### src/rtl/tmr_seq_ctrl.sv
// Sequencer for a TMR calculator: capture, wait LATENCY, vote-check, retry via resync; result strobe LATENCY+3 cycles after start.
// No backpressure: start is taken only while ready=1 (never queued), and results are one-cycle strobes with no stall path.
module tmr_seq_ctrl #(
    parameter int LATENCY    = 2,
    parameter int MAX_RETRY  = 2,
    parameter int RST_CYCLES = 4,
    parameter int CNT_W      = 8
) (
    input  logic                    clk,
    input  logic                    rst,
    input  logic                    start,
    output logic                    ready,
    output logic                    capture_en,
    output logic                    calc_rst,
    input  logic signed [15:0]      psi_in,
    input  logic signed [15:0]      theta_in,
    input  logic                    mismatch_in,
    input  logic                    uncor_in,
    output logic signed [15:0]      omega_psi,
    output logic signed [15:0]      omega_theta,
    output logic                    out_valid,
    output logic                    out_error,
    output logic                    fault_sticky,
    output logic [CNT_W-1:0]        corr_cnt,
    output logic [CNT_W-1:0]        uncor_cnt,
    input  logic                    clr_cnt
);

    typedef enum logic [2:0] {
        S_IDLE,
        S_CAPTURE,
        S_WAIT,
        S_CHECK,
        S_RESYNC
    } state_t;

    state_t     state_q;
    state_t     state_d;
    logic [3:0] wait_cnt;
    logic [2:0] retry_cnt;
    logic       in_check;
    logic       exhausted;
    logic       deliver;
    logic       corr_inc;
    logic       uncor_inc;

    assign in_check  = (state_q == S_CHECK);
    assign exhausted = (retry_cnt == 3'(MAX_RETRY));
    assign deliver   = in_check && (!uncor_in || exhausted);
    assign corr_inc  = in_check && !uncor_in && mismatch_in;
    assign uncor_inc = in_check && uncor_in;

    always_ff @(posedge clk or negedge rst) begin
        if (!rst) begin
            state_q <= S_IDLE;
        end else begin
            state_q <= state_d;
        end
    end

    // Leaving RESYNC with retry_cnt=0 means the retry budget was spent
    // (the exhaustion path clears it); any live retry has retry_cnt>=1.
    always_comb begin
        state_d = state_q;
        case (state_q)
            S_IDLE:    if (start) state_d = S_CAPTURE;
            S_CAPTURE: state_d = S_WAIT;
            S_WAIT:    if (wait_cnt == 4'd1) state_d = S_CHECK;
            S_CHECK:   state_d = uncor_in ? S_RESYNC : S_IDLE;
            S_RESYNC:  if (wait_cnt == 4'd1) state_d = (retry_cnt == 3'd0) ? S_IDLE : S_CAPTURE;
            default:   state_d = S_IDLE;
        endcase
    end

    always_comb begin
        ready      = 1'b0;
        capture_en = 1'b0;
        calc_rst   = 1'b0;
        case (state_q)
            S_IDLE:    ready      = 1'b1;
            S_CAPTURE: capture_en = 1'b1;
            S_RESYNC:  calc_rst   = 1'b1;
            default:   ;
        endcase
    end

    // One down-counter times both the calculator latency and the resync pulse.
    always_ff @(posedge clk or negedge rst) begin
        if (!rst) begin
            wait_cnt <= 4'd0;
        end else begin
            case (state_q)
                S_CAPTURE: wait_cnt <= 4'(LATENCY);
                S_CHECK:   wait_cnt <= 4'(RST_CYCLES);
                S_WAIT, S_RESYNC: if (wait_cnt != 4'd0) wait_cnt <= wait_cnt - 4'd1;
                default:   wait_cnt <= wait_cnt;
            endcase
        end
    end

    always_ff @(posedge clk or negedge rst) begin
        if (!rst) begin
            retry_cnt <= 3'd0;
        end else if (in_check) begin
            if (!uncor_in || exhausted) begin
                retry_cnt <= 3'd0;
            end else begin
                retry_cnt <= retry_cnt + 3'd1;
            end
        end
    end

    always_ff @(posedge clk or negedge rst) begin
        if (!rst) begin
            out_valid   <= 1'b0;
            out_error   <= 1'b0;
            omega_psi   <= '0;
            omega_theta <= '0;
        end else begin
            out_valid <= deliver;
            out_error <= deliver && uncor_in;
            if (deliver) begin
                omega_psi   <= psi_in;
                omega_theta <= theta_in;
            end
        end
    end

    // clr_cnt takes priority over any same-cycle increment or fault set.
    always_ff @(posedge clk or negedge rst) begin
        if (!rst) begin
            corr_cnt     <= '0;
            uncor_cnt    <= '0;
            fault_sticky <= 1'b0;
        end else if (clr_cnt) begin
            corr_cnt     <= '0;
            uncor_cnt    <= '0;
            fault_sticky <= 1'b0;
        end else begin
            if (corr_inc && (corr_cnt != '1)) begin
                corr_cnt <= corr_cnt + 1'b1;
            end
            if (uncor_inc && (uncor_cnt != '1)) begin
                uncor_cnt <= uncor_cnt + 1'b1;
            end
            if (uncor_inc && exhausted) begin
                fault_sticky <= 1'b1;
            end
        end
    end

endmodule

### config.mk
export PLATFORM = sky130hd
export DESIGN_NAME = tmr_seq_ctrl
export DESIGN_NICKNAME = d
export VERILOG_FILES = /design/src/rtl/tmr_seq_ctrl.sv
export SDC_FILE = /design/constraint.sdc
export NUM_CORES = 1
export LEC_CHECK = 0
export CAP_MARGIN = 20
export CORE_MARGIN = 5
export CORE_UTILIZATION = 46
export CTS_CLUSTER_DIAMETER = 150
export DETAILED_ROUTE_END_ITERATION = 8
export PLACE_DENSITY_LB_ADDON = 0.08
export SYNTH_ARGS = -nofsm -noshare
export SYNTH_HDL_FRONTEND = slang
export SYNTH_SLANG_ARGS = --single-unit
export TNS_END_PERCENT = 100
### constraint.sdc
create_clock -name clk -period 2 [get_ports clk]
set_input_delay 0.6 -clock clk [delete_from_list [all_inputs] [get_ports clk]]
set_output_delay 0.6 -clock clk [all_outputs]
set_load 0.05 [all_outputs]
* Word level (Yosys, flattened, before mapping)
Index checks and enable logic that the tools add are counted.
Word-level totals: register bits 61, input port bits 38, output and inout bits 54, logic and storage cells 64
Operators by class: add/sub/neg operators 4, equal/unequal tests 12, multiplexer cells 18, reduce and logical (&&, ||, !) cells 20
Operators by type and width (number):
- $mux 8 | 4
- $add 8x1->8 const B | 2
- $ne 8x8->1 const B | 2
- $mux 3 | 5
- $pmux 3 s5 | 1
- $pmux 4 s3 | 1
- $eq 3x2->1 const B | 3
- $logic_and 1x1->1 | 8
- $ne 2x2->1 const B | 4
- $logic_not 3->1 | 2
- $mux 1 | 6
- $reduce_bool 2->1 | 3
- $eq 4x1->1 const B | 1
- $mux 4 | 1
- $reduce_bool 4->1 | 1
- $sub 4x1->4 const B | 1
- $add 3x1->3 const B | 1
- $eq 3x1->1 const B | 1
- $eq 3x3->1 const B | 1
- $reduce_and 3->1 | 1
- $reduce_bool 3->1 | 1
- $reduce_and 2->1 | 1
- $reduce_or 2->1 | 1
- $logic_not 1->1 | 1
- $logic_or 1x1->1 | 1

* Logic depth before layout (Yosys ltp)
Gate-level depths: netlist (run 1).
word-level depth 6, gate-level depth with buffers 6, gate-level depth less buffers 6

* Least setup slack after synthesis (run 1)
No wires, ideal clock.
kind register -> output, start point register state_q[1], end point output port ready, data arrival time 1686 ps, data required time 1400 ps, slack -286 ps, cell stages (with the launch flop) 3, buffers on the path 1, cell sequence dfrtp_1 > buf_1 > nor3_1
Between the ends: word-level cells in the longest chain between the ends 2
Ends and longest elaborated chain:
- start: declaration | line 37 | state_t state_q;
- start signal: assignment | line 57 | state_q <= state_d;
- $logic_not 3->1 | line 79 | case (state_q)
- $mux 1 | line 79
- end: declaration | line 12 | output logic ready,
No other way between the ends.

* Worst setup path after layout (run 1)
start point register state_q[0], end point output port calc_rst
Between the ends: word-level cells in the longest chain between the ends 2
Ends and longest elaborated chain:
- $eq 3x3->1 | line 79
- $mux 1 | line 79
- end: declaration | line 14 | output logic calc_rst,
No other way between the ends.

==> reports/qor.log, run 1 <==
qor: power.leakage 1.779 nW
qor: place.dpl_cell_area 3814 um2
qor: place.detailed_place_hpwl 4.599 mm
qor: power.power.ir.vdd_worst 0.9942 mV
qor: sta.worst_slew_pin_slew 373.1 ps
qor: finish.area_of_all_placed_cells_without_fillers 4024 um2
qor: sta.setup_repair_after_global_routing_missed_its_margin yes
qor: route.vias 2,226
qor: cts.ctsLongestPathBuffers 2
qor: power.power-per-cell-area 1541 nW/um2
qor: sta.hold_slack 274.6 ps
qor: sta.achievable-frequency 0.5159 GHz
qor: setup_path.sort_of_element_at_the_end_of_the_critical_path output pin
qor: setup_path.timing.critical_path.from_type register
qor: cts.clkSlewWorstSetupHoldPaths 70 ps
qor: cts.htree_levels 3
qor: route.wire_per_inst 15.14 um
qor: route.routed_wirelength 6.436 mm
qor: floorplanning.die_x 87.87 um
qor: sta.worst_slew_margin_rel 75.08%
qor: floorplanning.area_of_the_die 7720 um2
qor: cts.cts_root_buf clkbuf_8
qor: place.dpl.cell_count 406
qor: finish.mostFrequentLayoutCell buf_4
qor: logic_synthesis.synthesis.area 2789 um2
qor: setup_path.maximum_net_fanout_on_the_critical_path 3
qor: setup_path.data_required_time_of_the_critical_path 1400 ps
qor: run.max_cap_violations 0
qor: logic_synthesis.synth_enable_flop_cells 0
qor: route.routed_via_density 5.238
qor: floorplanning.i_o_pin_cnt 92
qor: finish.area_growth 44.28%
qor: floorplanning.rows 28
qor: logic_synthesis.yosys_most_used_dff dfrtp_1
qor: sta.setup_slack 61.71 ps
qor: floorplanning.floorplan.core_area 5921 um2
qor: logic_synthesis.syn_inst 233
qor: logic_synthesis.synth-async-reset-ratio 100.0%
qor: global_routing.total_routing_usage_gr 17.69%
qor: cts.cts_made_buffers 9
qor: worst_hold_path.min-delay-path-class in2async
qor: place.weighted_congestion_at_the_end_of_routability_driven_global_placement 0.8355
qor: sta.final_period_minus_worst_setup_slack 1938 ps
qor: sta.final_hold_viols 0
qor: global_routing.grt_pass1_wl 10.63 mm
qor: global_routing.antenna_found_initial 0
qor: finish.mostFrequentLayoutCells buf_4, dfrtp_1, clkdlybuf4s50_1, mux2_2, nor2_1
qor: logic_synthesis.ys_seq_area_share 54.73%
qor: cts.cts.sink_count 61
qor: logic_synthesis.yosys_register_bits 61
qor: route.drt-initial-drc-count 102
qor: place.dp_slack -188.6 ps
qor: sta.report.final.slew_viol_count 0
qor: cts.clk-insertion-delay-late 330 ps
qor: cts.tritoncts done
qor: finish.drive_gt1_share 37.43%
qor: logic_synthesis.synth_cell_type_count 44
qor: global_routing.grt_max_degree 62
qor: finish.insertedDiodeCount 0
qor: sta.final_tns_setup 0 ps
qor: floorplanning.floorplan.die.height 87.87 um
qor: setup_path.worstSetupPathType reg2out
qor: finish.final_core_utilization 67.96%
qor: route.drcViolationCount 0
qor: place.io_buffers 91
qor: floorplanning.initial_core_util 47.10%
qor: finish.layout.cells.non_filler 425
qor: sta.fin_crit_sh 96.91%
qor: route.drt-pass1-iter-count 4
qor: logic_synthesis.synth.net_count 278
qor: power.power.total 6.201 mW
qor: route.final_antenna_net_count 0
qor: setup_path.worstPathArrival 1340 ps
qor: global_routing.grt-ovfl-total 0
qor: finish.layout.nets 390
qor: logic_synthesis.synthesis.area_per_instance 11.97 um2
qor: outcome.outcome complete, no violations
qor: logic_synthesis.synth.yosys.warnings 0
qor: sta.skew 10.78 ps
qor: global_routing.grt_pass1_vias 2,214
qor: sta.report.final.setup_viol 0
[metal layers]
metal  GRT usage, %  wire length [um]  vias to the layer above
met4          6.974                99                        0
met5              0                 0                        -
met2          27.60              3041                       73
met1          23.18              2793                     1075
met3          5.268               502                        7
li1               -                 -                     1071
[state kept, by name, summed over array words and instances (netlist names)]
signal        cells
out_valid         1
out_error         1
uncor_cnt         8
state_q           3
wait_cnt          4
corr_cnt          8
omega_theta      16
retry_cnt         3
fault_sticky      1
omega_psi        16
[power by group]
part	internal, mW	switching (mW)
registers	1.67	0.267
logic	1.26	2.08
clock network	0.439	0.487
total	3.37	2.83
[synth_stat cells, types with 5 or more instances]
cell	n	area, um2
nand2_1	14	52.55
mux2_2	32	360.4
mux2i_1	5	50.05
ha_1	7	87.58
o21ai_0	7	35.03
nand3_1	7	35.03
a21oi_1	9	45.04
xnor2_1	5	43.79
inv_1	8	30.03
buf_2	6	30.03
dfrtp_1	61	1526
nor2_1	18	67.56
[cell families (layout without fill, tap and decap cells)]
kind of cell / Yosys count / in the layout / synth area share [%]
buffers and inverters: 17 / 134 / 2.557
adder cells (fa/ha/maj): 7 / 7 / 3.140
AO/OA/AOI/OAI: 38 / 38 / 10.09
AND/OR/NAND/NOR: 66 / 66 / 12.56
multiplexers: 37 / 37 / 14.72
flip-flops: 61 / 61 / 54.73
XOR/XNOR: 7 / 7 / 2.198
[critical path, stage by stage (launching register included)]
cell,delay [ps]
dfrtp_1,380
or3b_4,430
inv_4,80
buf_12,130
[area by class of cell]
| cell class | count | area [um2] |
|---|---|---|
| Multi-Input combinational cell | 155 | 1225 |
| Sequential cell | 61 | 1526 |
| Tap cell | 75 | 93.84 |
| Inverter | 8 | 32.53 |
| Clock inverter | 7 | 42.54 |
| Timing Repair Buffer | 110 | 979.7 |
| Clock buffer | 9 | 123.9 |
| Fill cell | 459 | 1897 |
[final timing paths]
path	from	cells after the start	slack, ps	endpoint
worst max-delay path	state_q[0]	3	60	calc_rst
worst min-delay path	rst	2	270	omega_psi[7]
worst max register to register	retry_cnt[0]	6	220	omega_psi[12]
worst min register to register	fault_sticky	2	500	fault_sticky
max in group asynchronous	rst	2	1450	uncor_cnt[0]
min in group clk	fault_sticky	2	500	fault_sticky
[repair_timing]
action | CTS | global route
setup buffers | 0 | 3
endpoints found under the setup margin | 1 | 3
pin swaps | 0 | 1
hold buffers | 0 | 0
gates resized for setup | 2 | 4
(Power assumes the default switching activity.)
==> run 2: changes to the inputs <==
- CORE_MARGIN: 5 -> 1
- REMOVE_ABC_BUFFERS: not set -> 1
==> reports/qor.log, run 2 (same netlist as run 1, synthesis figures left out) <==
qor: outcome.outcome complete, no violations
qor: route.wire_per_inst 14.94 um
qor: cts.tritoncts done
qor: global_routing.antenna_found_initial 0
qor: setup_path.crit_family flip-flops
qor: power.power-per-cell-area 1582 nW/um2
qor: setup_path.worstPathCellList or3b_4 > inv_4 > buf_12
qor: setup_path.crit_end calc_rst
qor: floorplanning.floorplan.core_area 5675 um2
qor: place.detailed_place_hpwl 4.568 mm
qor: setup_path.data_required_time_of_the_critical_path 1400 ps
qor: floorplanning.rows 27
qor: finish.layout.cells.non_filler 426
qor: sta.final_period_minus_worst_setup_slack 1991 ps
qor: global_routing.grt_pass1_wl 10.47 mm
qor: route.drt-pass1-iter-count 5
qor: finish.insertedDiodeCount 0
qor: power.sequentialPowerShare 30.0%
qor: route.routed_via_density 5.228
qor: global_routing.grt_max_degree 43
qor: power.p_int 3.628 mW
qor: setup_path.worst_path_largest_cell_delay 430 ps
qor: power.power.total 6.458 mW
qor: finish.mostFrequentLayoutCell buf_4
qor: setup_path.critical_path_cell_count 3
qor: setup_path.sort_of_element_at_the_end_of_the_critical_path output pin
qor: route.routed_wirelength 6.363 mm
qor: power.leakage 1.817 nW
qor: finish.layout.nets 394
qor: route.vias 2,227
qor: place.dp_slack -138.9 ps
qor: cts.cts.sink_count 61
qor: finish.drive_gt1_share 38.14%
qor: finish.regArea 1526 um2
qor: finish.layout_top_registers omega_psi (16), omega_theta (16)
qor: run.max_cap_violations 0
qor: cts.ctsLongestPathBuffers 2
qor: setup_path.worst_r2r_startpoint state_q[1]
qor: finish.mostFrequentLayoutCells buf_4, dfrtp_1, clkdlybuf4s50_1, mux2_2, nor2_1
qor: cts.clk-insertion-delay-late 320 ps
qor: sta.skew 5.472 ps
qor: sta.report.final.slew_viol_count 0
qor: power.share_clk_of_total_power 18.2%
qor: sta.hold_slack 234.9 ps
qor: floorplanning.area_of_the_die 6378 um2
qor: setup_path.worstSetupPathType reg2out
qor: cts.clkSlewWorstSetupHoldPaths 70 ps
qor: cts.cts_hold_buffers_added 0
qor: sta.fin_crit_sh 99.54%
qor: global_routing.grt_pass1_vias 2,149
qor: setup_path.worst-path-buf-inv 2
qor: setup_path.worst_r2r_path_depth 4
qor: global_routing.total_routing_usage_gr 21.78%
qor: finish.fill_cells 436
qor: route.drcViolationCount 0
qor: place.io_buffers 91
qor: finish.area_growth 46.39%
qor: floorplanning.floorplan.die.height 79.87 um
qor: floorplanning.die_x 79.87 um
qor: sta.worst_slew_margin_rel 64.56%
qor: floorplanning.i_o_pin_cnt 92
qor: sta.setup_repair_after_global_routing_missed_its_margin yes
qor: power.net_sw_power 2.830 mW
qor: sta.final_hold_viols 0
qor: finish.multi_input_comb_area 1225 um2
qor: setup_path.r2r_slack 180 ps
qor: setup_path.maximum_net_fanout_on_the_critical_path 5
qor: sta.worst_slew_pin_slew 531.7 ps
qor: setup_path.crit_slowest_cell dfrtp_1
qor: cts.cts_root_buf clkbuf_8
qor: route.final_antenna_net_count 0
qor: sta.achievable-frequency 0.5023 GHz
qor: setup_path.worst_r2r_endpoint wait_cnt[3]
qor: sta.setup_slack 9.232 ps
qor: floorplanning.initial_core_util 49.14%
qor: power.power.ir.vdd_worst 1.144 mV
qor: cts.cts_made_buffers 9
qor: place.dpl.cell_count 407
qor: place.weighted_congestion_at_the_end_of_routability_driven_global_placement 0.8036
qor: sta.report.final.setup_viol 0
qor: setup_path.cp-startpoint state_q[1]
qor: power.power.switching_fraction 43.81%
qor: route.drt-initial-drc-count 109
qor: worst_hold_path.min-delay-path-class in2async
qor: power.combinational_power_share 51.7%
qor: setup_path.timing.critical_path.from_type register
qor: cts.htree_levels 3
qor: setup_path.worstPathArrival 1390 ps
qor: global_routing.grt-ovfl-total 0
-- run 2: layout make-up --
class | instances | area share, %
tap | 72 | 2.207
inverter | 8 | 0.7968
sequential | 61 | 37.39
clock inverter | 7 | 2.207
clock buffer | 9 | 3.034
multi-input combinational | 155 | 30.00
timing repair buffer | 114 | 24.36
-- run 2: per-layer routing --
layer  share of wire [%]  vias up  GRT usage (%)
li1                    -     1072              -
met1                  45     1073          27.92
met2                  48       78          35.21
met3                 6.5        4          5.257
met4                0.82        0          9.107
met5                   0        -              0
-- run 2: how the worst min path moves through the flow --
stage	start	endpoint	cells past startpoint
final	rst	omega_psi[12]	2
after global routing	rst	omega_psi[1]	2
after CTS	rst	omega_psi[0]	2
after detailed placement	omega_theta[5]	omega_theta[5]	1
after global placement	fault_sticky	fault_sticky	2
after floorplan	rst	corr_cnt[0]	0
-- run 2: repair_timing --
item / CTS / global route
setup endpoints to repair: 3 / 3
gates resized for setup: 4 / 4
cloned: 0 / 1
buffers inserted: 0 / 2
pin swaps: 0 / 1
-- run 2: worst reg2reg max path, cell delays in order, from the launching register on --
cell	delay, ps
dfrtp_1	430
or3b_4	430
a22o_1	290
a2111oi_4	380
mux2i_1	210
-- run 2: stage by stage --
| stage | util, % | instance area (um2) | setup TNS [ps] |
|---|---|---|---|
| after detailed placement | 67.31 | 3820 | -2933 |
| after global routing | 71.94 | 4083 | -51.35 |
| final | 71.94 | 4083 | 0 |
| after global placement | 67.31 | 3820 | -2222 |
| after CTS | 71.25 | 4044 | -13.93 |
| after floorplan | - | 2748 | -30180 |
-- run 2: power by group through the flow --
stage	logic, mW	registers, mW	clock network (mW)
after floorplan	0.912	3.19	0
after global placement	3.23	1.95	0
after detailed placement	3.28	1.96	0
after CTS	3.31	1.94	1.21
after global routing	3.52	2.00	1.26
final	3.34	1.94	1.18
==> run 3: changes to the inputs <==
- CORE_UTILIZATION: 46 -> 41
- HOLD_SLACK_MARGIN: not set -> 0.12
- clock period: 2 -> 1.7 ns (I/O delays scaled with it)
==> reports/qor.log, run 3 (same netlist as run 1, synthesis figures left out) <==
qor: run.max_cap_violations 0
qor: route.drcViolationCount 12
qor: setup_path.timing.critical_path.from_type register
qor: sta.final_hold_viols 0
qor: power.leakage 2.325 nW
qor: setup_path.sort_of_element_at_the_end_of_the_critical_path output pin
qor: finish.mostFrequentLayoutCell dfrtp_1
qor: sta.achievable-frequency 0.5089 GHz
qor: finish.mostFrequentLayoutCells dfrtp_1, buf_12, buf_4, clkdlybuf4s50_1, mux2_4
qor: sta.skew 12.06 ps
qor: floorplanning.i_o_pin_cnt 92
qor: setup_path.cp-startpoint state_q[2]
qor: route.final_antenna_net_count 0
qor: finish.area_of_all_placed_cells_without_fillers 5256 um2
qor: route.routed_via_density 5.297
qor: setup_path.worstSetupPathType reg2out
qor: place.dpl_cell_area 4627 um2
qor: cts.cts_made_buffers 9
qor: cts.cts_hold_buffers_added 0
qor: finish.layout.nets 428
qor: place.detailed_place_hpwl 4.913 mm
qor: route.wire_per_inst 18.00 um
qor: sta.worst_slew_margin_rel 72.24%
qor: sta.worst_slew_pin_slew 415.6 ps
qor: sta.report.final.setup_viol 41
qor: sta.final_tns_setup -3968 ps
qor: floorplanning.floorplan.core_area 6459 um2
qor: sta.final_period_minus_worst_setup_slack 1965 ps
qor: finish.insertedDiodeCount 0
qor: setup_path.worstPathCellList or3b_4 > buf_6 > inv_4 > buf_12
qor: global_routing.grt-ovfl-total 0
qor: global_routing.grt_max_degree 62
qor: setup_path.maximum_net_fanout_on_the_critical_path 4
qor: route.routed_wirelength 8.372 mm
qor: floorplanning.die_x 84.48 um
qor: global_routing.grt_pass1_wl 11.98 mm
qor: finish.drive_gt1_share 47.16%
qor: cts.clkSlewWorstSetupHoldPaths 80 ps
qor: cts.cts.sink_count 61
qor: global_routing.total_routing_usage_gr 21.60%
qor: place.io_buffers 91
qor: route.drt-initial-drc-count 133
qor: cts.cts_root_buf clkbuf_8
qor: global_routing.antenna_found_initial 0
qor: floorplanning.area_of_the_die 7136 um2
qor: setup_path.worst_path_largest_cell_delay 410 ps
qor: cts.htree_levels 3
qor: place.weighted_congestion_at_the_end_of_routability_driven_global_placement 0.8602
qor: finish.final_core_utilization 81.38%
qor: finish.multi_input_comb_area 1414 um2
qor: place.dp_slack -401.1 ps
qor: setup_path.worstPathArrival 1460 ps
qor: worst_hold_path.min-delay-path-class in2async
qor: finish.regArea 1526 um2
qor: sta.fin_crit_sh 115.6%
qor: sta.setup_slack -265.1 ps
qor: cts.ctsLongestPathBuffers 2
qor: cts.tritoncts done
qor: route.vias 2,463
qor: finish.fill_cells 347
qor: global_routing.grt_pass1_vias 2,417
qor: outcome.outcome finished, violations left
qor: cts.clk-insertion-delay-late 350 ps
qor: sta.report.final.slew_viol_count 0
qor: sta.setup_repair_after_global_routing_missed_its_margin yes
qor: setup_path.data_required_time_of_the_critical_path 1190 ps
qor: route.drt-pass1-iter-count 7
qor: outcome.violations design-rule violations, negative setup slack
qor: floorplanning.initial_core_util 43.18%
qor: floorplanning.floorplan.die.height 84.48 um
qor: setup_path.crit_slowest_cell or3b_4
qor: setup_path.worst_r2r_startpoint state_q[2]
qor: power.power.ir.vdd_worst 1.004 mV
qor: floorplanning.rows 29
qor: finish.layout_top_registers omega_psi (16), omega_theta (16)
qor: power.power-per-cell-area 1812 nW/um2
qor: finish.area_growth 88.47%
[run 3: cell types whose count changed in the layout (fill, tap and decap cells not counted), moves of 2 or more]
cell	before	now
or4_4	0	2
a21oi_1	8	4
buf_6	1	5
or4_1	3	1
buf_4	71	45
clkbuf_16	0	3
o21ai_1	0	2
mux2_2	32	6
mux2_4	0	26
buf_12	4	58
clkinvlp_4	2	0
a21oi_2	0	4
o21ai_0	7	5
[run 3: layout make-up]
| class | count | area share (%) |
|---|---|---|
| Timing Repair Buffer | 148 | 37.97 |
| Multi-Input combinational cell | 155 | 26.90 |
| Sequential cell | 61 | 29.04 |
| Clock buffer | 11 | 2.690 |
| Clock inverter | 5 | 0.9522 |
| Inverter | 8 | 0.6189 |
| Tap cell | 77 | 1.833 |
[run 3: worst paths after layout]
path	end	slack [ps]	depth (start not counted)
worst max-delay path	calc_rst	-270	4
worst min-delay path	omega_psi[15]	160	2
worst max register to register	wait_cnt[0]	-200	6
worst min register to register	retry_cnt[2]	570	1
max in group asynchronous	out_error	1260	2
min in group clk	retry_cnt[2]	570	1
[run 3: power by group]
part / internal (mW) / switching (mW) / leakage [nW]
sequential: 1.97 / 0.534 / 0.761
clock: 0.707 / 0.588 / 0.103
combinational: 3.03 / 2.70 / 1.46
[run 3: critical path: cells and delay by family (launching register included)]
family / cells / cell delay [ps]
buf+inv: 3 / 320
flops: 1 / 400
simple gates: 1 / 410
[run 3: timing repair]
item                       CTS  global route
setup buffers                4             9
pin swaps                    3            11
resized for setup           14            45
setup endpoints to repair    7            46
gates cloned                 0             4
[run 3: stage by stage]
stage	hold slack, ps	power [mW]	cells
6_report	160.6	9.526	465
5_1_grt	185.0	9.917	465
4_1_cts	181.6	8.962	452
3_5_place_dp	551.6	7.562	432
3_3_place_gp	539.5	7.454	432
2_1_floorplan	214.4	4.825	224
[run 3: per-layer routing]
metal	vias up	routed length [um]	GRT usage [%]
li1	1144	-	-
met1	1220	3366	27.33
met2	86	4301	35.02
met3	13	560	5.605
met4	0	144	9.861
met5	-	0	0
